`config.mk`:
```
export PLATFORM = sky130hd
export DESIGN_NAME = cpu_param_flat
export DESIGN_NICKNAME = d
export VERILOG_FILES = /design/src/rtl/cpu_param_pkg.sv /design/src/rtl/cpu_param_if.sv /design/src/rtl/cpu_param_alu.sv /design/src/rtl/cpu_param.sv /design/src/flat_wrapper.sv
export SDC_FILE = /design/constraint.sdc
export NUM_CORES = 1
export LEC_CHECK = 0
export ABC_CLOCK_PERIOD_IN_PS = 4350
export BUFFER_PORTS_ARGS = -buffer_cell sky130_fd_sc_hd__buf_2
export CAP_MARGIN = 10
export CORE_ASPECT_RATIO = 0.6
export CORE_MARGIN = 5
export CORE_UTILIZATION = 25
export DETAILED_ROUTE_END_ITERATION = 7
export GPL_ROUTABILITY_DRIVEN = 0
export GPL_TIMING_DRIVEN = 0
export HOLD_SLACK_MARGIN = 0.12
export RECOVER_POWER = 100
export SYNTH_ARGS = -nofsm -noshare
export SYNTH_HDL_FRONTEND = slang
export SYNTH_SLANG_ARGS = --single-unit
```
`constraint.sdc`:
```
create_clock -name clk -period 4.35 [get_ports clk]
set_clock_uncertainty 0.15 [all_clocks]
set_input_delay 0.87 -clock clk [delete_from_list [all_inputs] [get_ports clk]]
set_output_delay 0.87 -clock clk [all_outputs]
set_load 0.005 [all_outputs]
```
`src/rtl/cpu_param_pkg.sv`:
```
// -----------------------------------------------------------------------------
// cpu_param_pkg
// Shared definitions for the cpu_param accumulator CPU: instruction function
// codes, FSM state encoding, flag bit positions and the register-index helper.
// No ports (package).
// -----------------------------------------------------------------------------
package cpu_param_pkg;

    // Instruction byte layout: [7] two-byte, [6:3] function, [1:0] register.
    localparam int OP_TWO_BIT = 7;

    // One-byte functions (op[7] = 0)
    localparam logic [3:0] F_HLT  = 4'h0;
    localparam logic [3:0] F_OUT  = 4'h1;
    localparam logic [3:0] F_IN   = 4'h2;
    localparam logic [3:0] F_ADD  = 4'h3;
    localparam logic [3:0] F_SUB  = 4'h4;
    localparam logic [3:0] F_RET  = 4'h5;

    // Two-byte functions (op[7] = 1)
    localparam logic [3:0] F_LDI  = 4'h0;
    localparam logic [3:0] F_LD   = 4'h1;
    localparam logic [3:0] F_ST   = 4'h2;
    localparam logic [3:0] F_BRA  = 4'h3;
    localparam logic [3:0] F_BRZ  = 4'h4;
    localparam logic [3:0] F_BRC  = 4'h5;
    localparam logic [3:0] F_CALL = 4'h6;

    localparam int FLAG_Z = 0;
    localparam int FLAG_C = 1;

    typedef enum logic [3:0] {
        S_IDLE,
        S_FETCH,
        S_WAIT,
        S_OPLOAD,
        S_DECODE,
        S_WAIT2,
        S_OPLOAD2,
        S_EXEC2,
        S_WAIT3,
        S_MEMLOAD,
        S_TX,
        S_RX
    } state_t;

    // Register fields beyond the implemented register count fall back to r0.
    function automatic logic [1:0] reg_sel(input logic [1:0] r, input int nregs);
        return (int'(r) < nregs) ? r : 2'd0;
    endfunction

endpackage

```
`src/rtl/cpu_param_if.sv`:
```
// -----------------------------------------------------------------------------
// cpu_param_if
// Bus bundle between the CPU and its neighbours: program RAM read/write ports
// and the UART transmit/receive handshakes.
//   master : CPU side   (drives RAM address/write, tx_data/tx_valid)
//   slave  : RAM/UART side
// Parameters: DW data width, AW address width.
// -----------------------------------------------------------------------------
interface cpu_param_if #(
    parameter int DW = 8,
    parameter int AW = 9
);
    logic [AW-1:0] mem_raddr;
    logic [DW-1:0] mem_rdata;
    logic [AW-1:0] mem_waddr;
    logic [DW-1:0] mem_wdata;
    logic          mem_we;
    logic [DW-1:0] tx_data;
    logic          tx_valid;
    logic          tx_busy;
    logic [DW-1:0] rx_data;
    logic          rx_valid;

    modport master (
        output mem_raddr, mem_waddr, mem_wdata, mem_we, tx_data, tx_valid,
        input  mem_rdata, tx_busy, rx_data, rx_valid
    );

    modport slave (
        input  mem_raddr, mem_waddr, mem_wdata, mem_we, tx_data, tx_valid,
        output mem_rdata, tx_busy, rx_data, rx_valid
    );
endinterface

```
`src/rtl/cpu_param_alu.sv`:
```
// -----------------------------------------------------------------------------
// cpu_param_alu
// DW-wide adder/subtractor for the accumulator.
//   a, b    in  operands (a is the accumulator)
//   sub     in  1 = a - b, 0 = a + b
//   result  out DW-bit result
//   carry   out carry-out on add, borrow on subtract
//   zero    out result == 0
// -----------------------------------------------------------------------------
module cpu_param_alu #(
    parameter int DW = 8
) (
    input  logic [DW-1:0] a,
    input  logic [DW-1:0] b,
    input  logic          sub,
    output logic [DW-1:0] result,
    output logic          carry,
    output logic          zero
);
    logic [DW:0] sum;

    // The extra top bit of a zero-extended difference is set exactly when a < b.
    always_comb begin
        sum = sub ? ({1'b0, a} - {1'b0, b}) : ({1'b0, a} + {1'b0, b});
    end

    assign result = sum[DW-1:0];
    assign carry  = sum[DW];
    assign zero   = (sum[DW-1:0] == '0);
endmodule

```
`src/rtl/cpu_param.sv`:
```
// -----------------------------------------------------------------------------
// cpu_param
// Parametrised accumulator CPU. Fetches from a synchronous RAM (read data is
// captured two edges after the registered read address), executes through
// cpu_param_alu, and talks to the UART through valid/busy handshakes.
// Optional call/return stack is built when CPU_PARAM_STACK_EN is defined;
// otherwise CALL/RET are NOPs and fault is tied low.
// Ports:
//   clk, rst      clock, synchronous active-high reset
//   start         in IDLE: load pc from startaddr and run
//   startaddr     program entry address
//   bus           cpu_param_if.master (RAM ports, UART tx/rx)
//   halted        set by HLT or fault, cleared by start
//   fault         stack over/underflow, cleared by start
// -----------------------------------------------------------------------------
// state     | meaning
// S_IDLE    | stopped, waiting for start
// S_FETCH   | register opcode address, advance pc
// S_WAIT    | RAM access cycle for opcode
// S_OPLOAD  | capture opcode
// S_DECODE  | execute one-byte ops / request operand
// S_WAIT2   | RAM access cycle for operand
// S_OPLOAD2 | capture operand
// S_EXEC2   | execute two-byte ops
// S_WAIT3   | RAM access cycle for LD data
// S_MEMLOAD | capture LD data into register
// S_TX      | wait for UART idle, then transmit
// S_RX      | wait for received byte
// -----------------------------------------------------------------------------
module cpu_param
    import cpu_param_pkg::*;
#(
    parameter int DW          = 8,
    parameter int AW          = 9,
    parameter int NREGS       = 4,
    parameter int STACK_DEPTH = 8
) (
    input  logic          clk,
    input  logic          rst,
    input  logic          start,
    input  logic [AW-1:0] startaddr,
    cpu_param_if.master   bus,
    output logic          halted,
    output logic          fault
);
    state_t        state, state_nxt;
    logic [AW-1:0] pc;
    logic          ir_two;
    logic [3:0]    ir_func;
    logic [1:0]    ir_r;
    logic [1:0]    ri;
    logic [DW-1:0] opnd;
    logic [DW-1:0] regs [NREGS];
    logic [1:0]    flags;
    logic [AW-1:0] br_off, br_tgt;
    logic [DW-1:0] alu_res;
    logic          alu_carry, alu_zero;
    logic          ret_err, call_err;

    assign ri     = reg_sel(ir_r, NREGS);
    assign br_off = AW'($signed(opnd));
    assign br_tgt = pc + br_off;

    cpu_param_alu #(.DW(DW)) u_alu (
        .a      (regs[0]),
        .b      (regs[ri]),
        .sub    (ir_func == F_SUB),
        .result (alu_res),
        .carry  (alu_carry),
        .zero   (alu_zero)
    );

`ifdef CPU_PARAM_STACK_EN
    localparam int SPW = $clog2(STACK_DEPTH + 1);
    localparam int SAW = (STACK_DEPTH > 1) ? $clog2(STACK_DEPTH) : 1;

    logic [AW-1:0]  stack_mem [2**SAW];
    logic [SPW-1:0] sp;
    logic           fault_q;

    assign ret_err  = (sp == '0);
    assign call_err = (sp == SPW'(STACK_DEPTH));
    assign fault    = fault_q;

    always_ff @(posedge clk) begin
        if (!rst && state == S_EXEC2 && ir_func == F_CALL && !call_err)
            stack_mem[sp[SAW-1:0]] <= pc;
    end
`else
    assign ret_err  = 1'b0;
    assign call_err = 1'b0;
    assign fault    = 1'b0;
`endif

    always_ff @(posedge clk) begin
        if (rst) state <= S_IDLE;
        else     state <= state_nxt;
    end

    always_comb begin
        state_nxt = state;
        case (state)
            S_IDLE:    if (start) state_nxt = S_FETCH;
            S_FETCH:   state_nxt = S_WAIT;
            S_WAIT:    state_nxt = S_OPLOAD;
            S_OPLOAD:  state_nxt = S_DECODE;
            S_DECODE: begin
                if (ir_two) begin
                    state_nxt = S_WAIT2;
                end else begin
                    case (ir_func)
                        F_HLT:   state_nxt = S_IDLE;
                        F_OUT:   state_nxt = S_TX;
                        F_IN:    state_nxt = S_RX;
                        F_RET:   state_nxt = ret_err ? S_IDLE : S_FETCH;
                        default: state_nxt = S_FETCH;
                    endcase
                end
            end
            S_WAIT2:   state_nxt = S_OPLOAD2;
            S_OPLOAD2: state_nxt = S_EXEC2;
            S_EXEC2: begin
                if (ir_func == F_LD)                   state_nxt = S_WAIT3;
                else if (ir_func == F_CALL && call_err) state_nxt = S_IDLE;
                else                                   state_nxt = S_FETCH;
            end
            S_WAIT3:   state_nxt = S_MEMLOAD;
            S_MEMLOAD: state_nxt = S_FETCH;
            S_TX:      if (!bus.tx_busy) state_nxt = S_FETCH;
            S_RX:      if (bus.rx_valid) state_nxt = S_FETCH;
            default:   state_nxt = S_IDLE;
        endcase
    end

    always_ff @(posedge clk) begin
        if (rst) begin
            pc            <= '0;
            ir_two        <= 1'b0;
            ir_func       <= '0;
            ir_r          <= '0;
            opnd          <= '0;
            flags         <= '0;
            for (int i = 0; i < NREGS; i++) regs[i] <= '0;
            bus.mem_raddr <= '0;
            bus.mem_waddr <= '0;
            bus.mem_wdata <= '0;
            bus.mem_we    <= 1'b0;
            bus.tx_data   <= '0;
            bus.tx_valid  <= 1'b0;
            halted        <= 1'b0;
`ifdef CPU_PARAM_STACK_EN
            sp            <= '0;
            fault_q       <= 1'b0;
`endif
        end else begin
            bus.mem_we   <= 1'b0;
            bus.tx_valid <= 1'b0;
            case (state)
                S_IDLE: begin
                    if (start) begin
                        pc     <= startaddr;
                        halted <= 1'b0;
`ifdef CPU_PARAM_STACK_EN
                        fault_q <= 1'b0;
`endif
                    end
                end
                S_FETCH: begin
                    bus.mem_raddr <= pc;
                    pc            <= pc + 1'b1;
                end
                S_OPLOAD: begin
                    ir_two  <= bus.mem_rdata[OP_TWO_BIT];
                    ir_func <= bus.mem_rdata[6:3];
                    ir_r    <= bus.mem_rdata[1:0];
                end
                S_DECODE: begin
                    if (ir_two) begin
                        bus.mem_raddr <= pc;
                        pc            <= pc + 1'b1;
                    end else begin
                        case (ir_func)
                            F_HLT: halted <= 1'b1;
                            F_ADD, F_SUB: begin
                                regs[0]       <= alu_res;
                                flags[FLAG_Z] <= alu_zero;
                                flags[FLAG_C] <= alu_carry;
                            end
                            F_RET: begin
`ifdef CPU_PARAM_STACK_EN
                                if (ret_err) begin
                                    halted  <= 1'b1;
                                    fault_q <= 1'b1;
                                end else begin
                                    pc <= stack_mem[SAW'(sp - 1'b1)];
                                    sp <= sp - 1'b1;
                                end
`endif
                            end
                            default: ;
                        endcase
                    end
                end
                S_OPLOAD2: opnd <= bus.mem_rdata;
                S_EXEC2: begin
                    case (ir_func)
                        F_LDI: regs[ri] <= opnd;
                        F_LD:  bus.mem_raddr <= AW'(opnd);
                        F_ST: begin
                            bus.mem_we    <= 1'b1;
                            bus.mem_waddr <= AW'(opnd);
                            bus.mem_wdata <= regs[ri];
                        end
                        F_BRA: pc <= br_tgt;
                        F_BRZ: if (flags[FLAG_Z]) pc <= br_tgt;
                        F_BRC: if (flags[FLAG_C]) pc <= br_tgt;
                        F_CALL: begin
`ifdef CPU_PARAM_STACK_EN
                            // pc already points past the operand: that is the return address
                            if (call_err) begin
                                halted  <= 1'b1;
                                fault_q <= 1'b1;
                            end else begin
                                sp <= sp + 1'b1;
                                pc <= br_tgt;
                            end
`endif
                        end
                        default: ;
                    endcase
                end
                S_MEMLOAD: regs[ri] <= bus.mem_rdata;
                S_TX: begin
                    if (!bus.tx_busy) begin
                        bus.tx_data  <= regs[ri];
                        bus.tx_valid <= 1'b1;
                    end
                end
                S_RX: if (bus.rx_valid) regs[ri] <= bus.rx_data;
                default: ;
            endcase
        end
    end
endmodule
```
`src/flat_wrapper.sv`:
```
// flat-port wrapper written by rule: the top's interface ports become plain ports
module cpu_param_flat import cpu_param_pkg::*;
#(
    parameter int DW          = 8,
    parameter int AW          = 9,
    parameter int NREGS       = 4,
    parameter int STACK_DEPTH = 8
)
  (clk, rst, start, startaddr, halted, fault, bus_mem_raddr, bus_mem_waddr, bus_mem_wdata, bus_mem_we, bus_tx_data, bus_tx_valid, bus_mem_rdata, bus_tx_busy, bus_rx_data, bus_rx_valid);
  cpu_param_if #(.DW(DW), .AW(AW)) bus_i ();
  input  logic clk;
  input  logic rst;
  input  logic start;
  input  logic [AW-1:0] startaddr;
  output logic halted;
  output logic fault;
  output wire logic [$bits(bus_i.mem_raddr)-1:0] bus_mem_raddr;
  output wire logic [$bits(bus_i.mem_waddr)-1:0] bus_mem_waddr;
  output wire logic [$bits(bus_i.mem_wdata)-1:0] bus_mem_wdata;
  output wire logic [$bits(bus_i.mem_we)-1:0] bus_mem_we;
  output wire logic [$bits(bus_i.tx_data)-1:0] bus_tx_data;
  output wire logic [$bits(bus_i.tx_valid)-1:0] bus_tx_valid;
  input wire logic [$bits(bus_i.mem_rdata)-1:0] bus_mem_rdata;
  input wire logic [$bits(bus_i.tx_busy)-1:0] bus_tx_busy;
  input wire logic [$bits(bus_i.rx_data)-1:0] bus_rx_data;
  input wire logic [$bits(bus_i.rx_valid)-1:0] bus_rx_valid;
  assign bus_mem_raddr = bus_i.mem_raddr;
  assign bus_mem_waddr = bus_i.mem_waddr;
  assign bus_mem_wdata = bus_i.mem_wdata;
  assign bus_mem_we = bus_i.mem_we;
  assign bus_tx_data = bus_i.tx_data;
  assign bus_tx_valid = bus_i.tx_valid;
  assign bus_i.mem_rdata = bus_mem_rdata;
  assign bus_i.tx_busy = bus_tx_busy;
  assign bus_i.rx_data = bus_rx_data;
  assign bus_i.rx_valid = bus_rx_valid;
  cpu_param #(.DW(DW), .AW(AW), .NREGS(NREGS), .STACK_DEPTH(STACK_DEPTH)) u_core (.clk(clk), .rst(rst), .start(start), .startaddr(startaddr), .bus(bus_i), .halted(halted), .fault(fault));
endmodule
```
* Yosys cells after proc, flatten, opt, wreduce, memory -nomap -nowiden
Memory sizes are Yosys's and may differ from the RTL's. A register that Yosys moved wholly into a read port is not among the register bits. Cells that the tools add are included.
Word-level totals: bits of input ports 30, bits in registers 66, memories kept 1, RAM bits 32, logic and storage cells 118
Cells by class: equal/unequal tests 26, bitwise logic cells 7, muxes and demuxes 49, add/subtract/negate cells 4, reductions and logical operators 17
Memories:
- u_core.regs | depth 4, bits a word 8, rd ports 2, clocked after memory_dff 1, write ports 4, line cpu_param.sv:53 | logic [DW-1:0] regs [NREGS];
Operators with widths (count):
- $mux W9 | 7
- $pmux W9 S3 | 2
- $pmux W4 S12 | 1
- $pmux W9 S4 | 1
- $mux W8 | 4
- $eq A4 B3 Y1 const B | 6
- $mux W1 | 24
- $mux W4 | 5
- $eq A4 B2 Y1 const B | 4
- $eq A4 B4 Y1 const B | 4
- $pmux W4 S3 | 1
- $add A8 B8 Y9 | 1
- $add A9 B1 Y9 const B | 1
- $add A9 B9 Y9 | 1
- $reduce_and A3 Y1 | 3
- $sub A8 B8 Y9 | 1
- $eq A4 B1 Y1 const B | 2
- $logic_not A4 Y1 | 2
- $logic_not A8 Y1 | 1
- $ne A2 B2 Y1 const B | 4
- $reduce_or A8 Y1 | 1
- $mux W2 | 3
- $ne A2 B1 Y1 const B | 3
- $ne A3 B2 Y1 const B | 2
- 11 further kinds | 19

* Logic depth before layout (Yosys ltp)
depth after elaboration 9, mapped depth 13, mapped depth without buffers 12

* Cells and area by module
From an unflattened synthesis, not the netlist that was laid out.
Second synthesis, totals: cell total of the unflattened synthesis 586, area total of the unflattened synthesis 5592.9 um^2
Modules (own cells, without submodules):
- cpu_param | area an instance 5038.6 um^2, instances 1, seq. area each 2322.2 um^2, cells each 509
- cpu_param_alu | area an instance 554.3 um^2, instances 1, seq. area each 0.0 um^2, cells each 77

* Worst setup path before layout
OpenSTA, ideal clock, no wires.
path type register to register, start register (tool-made name), end register u_core.flags[0], library setup time 0.074 ns, arrival time 3.190 ns, data required time 4.126 ns, period minus slack after synthesis 3.414 ns, stages on the path, launching flop included 14, setup slack 0.936 ns, path through dfxtp_1 -> buf_6 -> mux4_2 -> inv_1 -> ha_1 -> a21oi_1 -> xnor2_1 -> ha_1 -> and2_1 -> a221oi_1 -> nand4b_1 -> nand3b_1 -> or3b_2 -> o21ai_0
RTL lines:
- end signal: indexed assignment | line cpu_param.sv:186 | flags[FLAG_Z] <= alu_zero;
- end signal: indexed assignment | line cpu_param.sv:187 | flags[FLAG_C] <= alu_carry;
- end: declaration | line cpu_param.sv:54 | logic [1:0] flags;

==> summary.md <==
| Metric | Value |
|---|---|
| WP data arrival | 3890 ps |
| CTS clk-pin slew, worst paths | 70 ps |
| Core area | 21200 um2 |
| Multi-input logic area | 2900 um2 |
| Final Hold Fails | 0 |
| Post-cts sizing count | 0 |
| Post-Syn Area | 5450 um2 |
| GR peak layer | met1 |
| F_max | 247 MHz |
| Worst setup EP type | register |
| Crit start category | register |
| Max FO, Critical Path | 10 |
| Syn avg cell area | 9.52 um2 |
| Pwr Density | 352 nW/um2 |
| Hold wc startpoint | u_core.bus.mem_raddr[8]$_SDFFE_PP0P_ |
| Worst path cell trace | clkbuf_1 -> nor4_1 -> a32oi_1 -> nor3b_1 -> clkbuf_1 -> nand3b_1 -> nand2b_1 |
| Async S/R FF share, synth | 0 |
| Pins over their slew limit | 9 |
| Remaining DRCs | 0 |
| Hold depth | 2 |
| Routed WL | 16100 um |
| Final layout net count | 698 |
| GRT met3 Usage | 0.0406 |
| Sw frac | 0.278 |
| R2r startpoint | u_core.ir_func[0]$_SDFFE_PP0P_ |
| Buf/Inv on CP | 2 |
| Critical-path top delay cell | nor3b_1 |
| Worst slew margin | -0.0387 |
| Largest net degree at the start of global routing | 19 |
| Root buf cell | clkbuf_16 |
| Min-delay worst type | register to register |
| Vias in the first global route | 4199 |
| DR WL/cell | 17.3 um |
| Setup WS post-layout | just over 300 ps |
| Run status | finished, violations left |
| Share of power burned in registers | 0.455 |
| Failing checks | max-capacitance violations, max-slew violations |
| CP required | 4200 ps |
| Logic pwr share | 0.149 |
| Vert. Die Dim | 124 um |
| Layout cells sized above 1 | 0.136 |
| Final Cycle Share | 0.930 |
| Maximum vdd ir drop | 151 uV |
| Clock network fraction of total power | 0.396 |
| Setup violators final | 0 |
| Final setup TNS | 0 ps |
| CP dominant cell by count | clkbuf_1 |
| Via density | 4.87 |
| GRT Total Usage | 0.127 |
| Layout Area Growth over Synthesis | 16.8% |
| Antenna-violating nets left | 0 |
| Reg area | between 2000 and 2500 um2 |
| Slew @ Worst Pin | 1550 ps |
| Seq cells post-synth | 100 |
| Die Wd | approximately 200 um |
| Netlist cell types | 68 |
| FP Rows | 41 |
| Met2 Use GR | 0.159 |
| Ys Warns | 0 |
| Post-synth EDFFs | 32 |
| Total clock buffers created by CTS | 9 |
| Number of cells in the finished layout apart from fillers | 934 |
| Post-Synthesis Cells | 573 |
| Total gr overflow | 0 |
| R2r worst-path depth | 7 |
| Setup CP Type | register to register |
| RSZ-0062 raised after global routing | no |
| Leak Pwr | 2.56 nW |
| Placed wire-length estimate | 12600 um |
| Fillers | 2266 |
| Port Buffer Count | 65 |
| Sequential fraction of the synthesis area | 0.426 |
| Placed cells | 918 |
| Tmin final | between 4000 and 5000 ps |
| Via count | 4546 |
| Int Pwr | 0.00162 W |
| CTS H-tree lvls | 3 |
| Worst stage delay on the critical path | 740 ps |
| CTS tree | yes |
| Main synth FF type | dfxtp_1 |
| Met1 usage | 0.205 |
| Clock buffer depth | 2 |
| Initial core utilization | 0.257 |
| Clock latency on the worst-skew pair | around 350 ps |
| DIE AREA | 25000 um2 |
| CP startpoint | u_core.ir_func[0]$_SDFFE_PP0P_ |
| Net Switching | 0.000623 W |
| Hold Crit Endpoint | u_core.bus.mem_raddr[8]$_SDFFE_PP0P_ |
| Drt pass-1 iters | 5 |
| DR iter-0 viols | 348 |
| CP delay by family, top | simple AND/OR/NAND/NOR gates |
| First-pass GRT wire length | 24900 um |
| Max-cap violations | 1 |
| Post-place setup slack | around 340 ps |
| Initial antenna violation count | 3 |
| Clk sinks | 100 |
| Io pins | 68 |
| RR Endpoint | u_core.regs[1][2]$_SDFFCE_PN0P_ |
| Reg2reg setup slack | 310 ps |
-- final cells by class --
class,instances,area share
Antenna cell,1,0.000393
Buffer,29,0.0218
Clock buffer,10,0.0393
Clock inverter,6,0.0118
Inverter,10,0.00589
Multi-Input combinational cell,434,0.456
Sequential cell,100,0.365
Tap cell,279,0.0548
Timing Repair Buffer,65,0.0458
-- metrics by stage --
step / total power [W] / hold slack (ps) / area (um2) / utilization
2_1_floorplan: 0.00127 / 271 / 5460 / -
3_3_place_gp: 0.00137 / 287 / 6130 / 0.289
3_5_place_dp: 0.00138 / 304 / 6130 / 0.289
4_1_cts: 0.00226 / 316 / 6460 / 0.304
5_1_grt: 0.00234 / 370 / 6370 / 0.300
6_report: 0.00225 / 322 / 6370 / 0.300
-- synthesized netlist by cell type, types with 6 or more instances --
| library cell | count | share of area |
|---|---|---|
| nor2_1 | 89 | 0.061 |
| dfxtp_1 | 68 | 0.25 |
| nand2_1 | 57 | 0.039 |
| mux2i_1 | 49 | 0.090 |
| a21oi_1 | 41 | 0.038 |
| edfxtp_1 | 32 | 0.18 |
| o21ai_0 | 24 | 0.022 |
| ha_1 | 17 | 0.039 |
| xnor2_1 | 12 | 0.019 |
| buf_2 | 11 | 0.010 |
| clkbuf_1 | 11 | 0.0076 |
| a211oi_1 | 10 | 0.014 |
| inv_1 | 10 | 0.0069 |
| nand2b_1 | 10 | 0.011 |
| xor2_1 | 9 | 0.014 |
| and2_1 | 8 | 0.0092 |
| mux4_2 | 8 | 0.033 |
| nand3_1 | 8 | 0.0073 |
| nor3_1 | 8 | 0.0073 |
| nand3b_1 | 6 | 0.0083 |
-- placed cells by master (no fill, tap or decap), types with 3 or more instances in the layout --
cell / synthesis / routed
clkbuf_16: 0 / 10
edfxtp_1: 32 / 32
nand2_1: 57 / 57
mux2i_1: 49 / 49
nand2b_1: 10 / 10
a21o_1: 4 / 4
a21oi_1: 41 / 42
a311oi_1: 3 / 3
inv_1: 10 / 10
nand3b_1: 6 / 6
clkbuf_1: 11 / 45
ha_1: 17 / 17
xor2_1: 9 / 9
nand3_1: 8 / 8
dfxtp_1: 68 / 68
mux2_2: 4 / 3
o21a_1: 5 / 5
nor4_1: 5 / 5
o21ai_0: 24 / 25
nor2_1: 89 / 89
a31oi_1: 3 / 3
and2_0: 1 / 3
xnor2_1: 12 / 12
and2_1: 8 / 6
nor3_1: 8 / 9
nor3b_1: 2 / 4
a211oi_1: 10 / 10
buf_2: 11 / 44
mux4_2: 8 / 8
nor2b_1: 4 / 4
-- worst max-delay path by stage --
stage                                      endpoint  cells past startpoint  slack (ps)
floorplan              u_core.flags[0]$_SDFFE_PP0P_                     13         940
global placement       u_core.flags[0]$_SDFFE_PP0P_                     13         430
detailed placement     u_core.flags[0]$_SDFFE_PP0P_                     13         340
CTS                    u_core.flags[0]$_SDFFE_PP0P_                     13         310
global route           u_core.flags[0]$_SDFFE_PP0P_                     13          50
finish              u_core.regs[1][2]$_SDFFCE_PN0P_                      7         310
-- cell families (layout without fill, tap and decap cells) --
family	count (synthesis)	in the layout	share of synthesized area
adder cells (fa/ha/maj)	19	19	0.0463
AND/OR/NAND/NOR	218	218	0.192
buffers and inverters	40	120	0.0356
AO/OA/AOI/OAI	113	113	0.135
other	1	3	0.000688
XOR/XNOR	21	21	0.0337
flip-flops	100	100	0.426
multiplexers	61	61	0.131
-- worst reg2reg max path, delay by kind of cell (launching register included) --
family	cells	cell delay, ps
AO/OA/AOI/OAI	1	180
flip-flops	1	300
AND/OR/NAND/NOR	4	2310
buffers and inverters	2	760
-- flip-flops by register name (all words and copies together) (netlist names), 8 cells and up, named ones only --
name	flops
u_core.bus.mem_raddr	9
u_core.bus.mem_waddr	8
u_core.bus.mem_wdata	8
u_core.bus.tx_data	8
u_core.opnd	8
u_core.pc	9
u_core.regs	32
-- power groups by stage --
stage                     clock, W  sequential [W]  combinational, W
after floorplan                  0         0.00103          0.000240
after global placement           0         0.00104          0.000332
after detailed placement         0         0.00104          0.000334
after CTS                 0.000904         0.00102          0.000337
after global routing      0.000945         0.00103          0.000367
final                     0.000889         0.00102          0.000334
-- metal layers --
metal,share of wire,wire (um),up-vias
met5,0.0016,25,-
met4,0.0074,119,4
met3,0.099,1600,12
met2,0.36,5790,174
met1,0.53,8590,2154
li1,-,-,2202
-- what timing repair did --
item | CTS | global route
hold buffers | 0 | 0
buffers inserted | 0 | 0
endpoints found under the setup margin | 0 | 1
(Power assumes the default switching activity.)
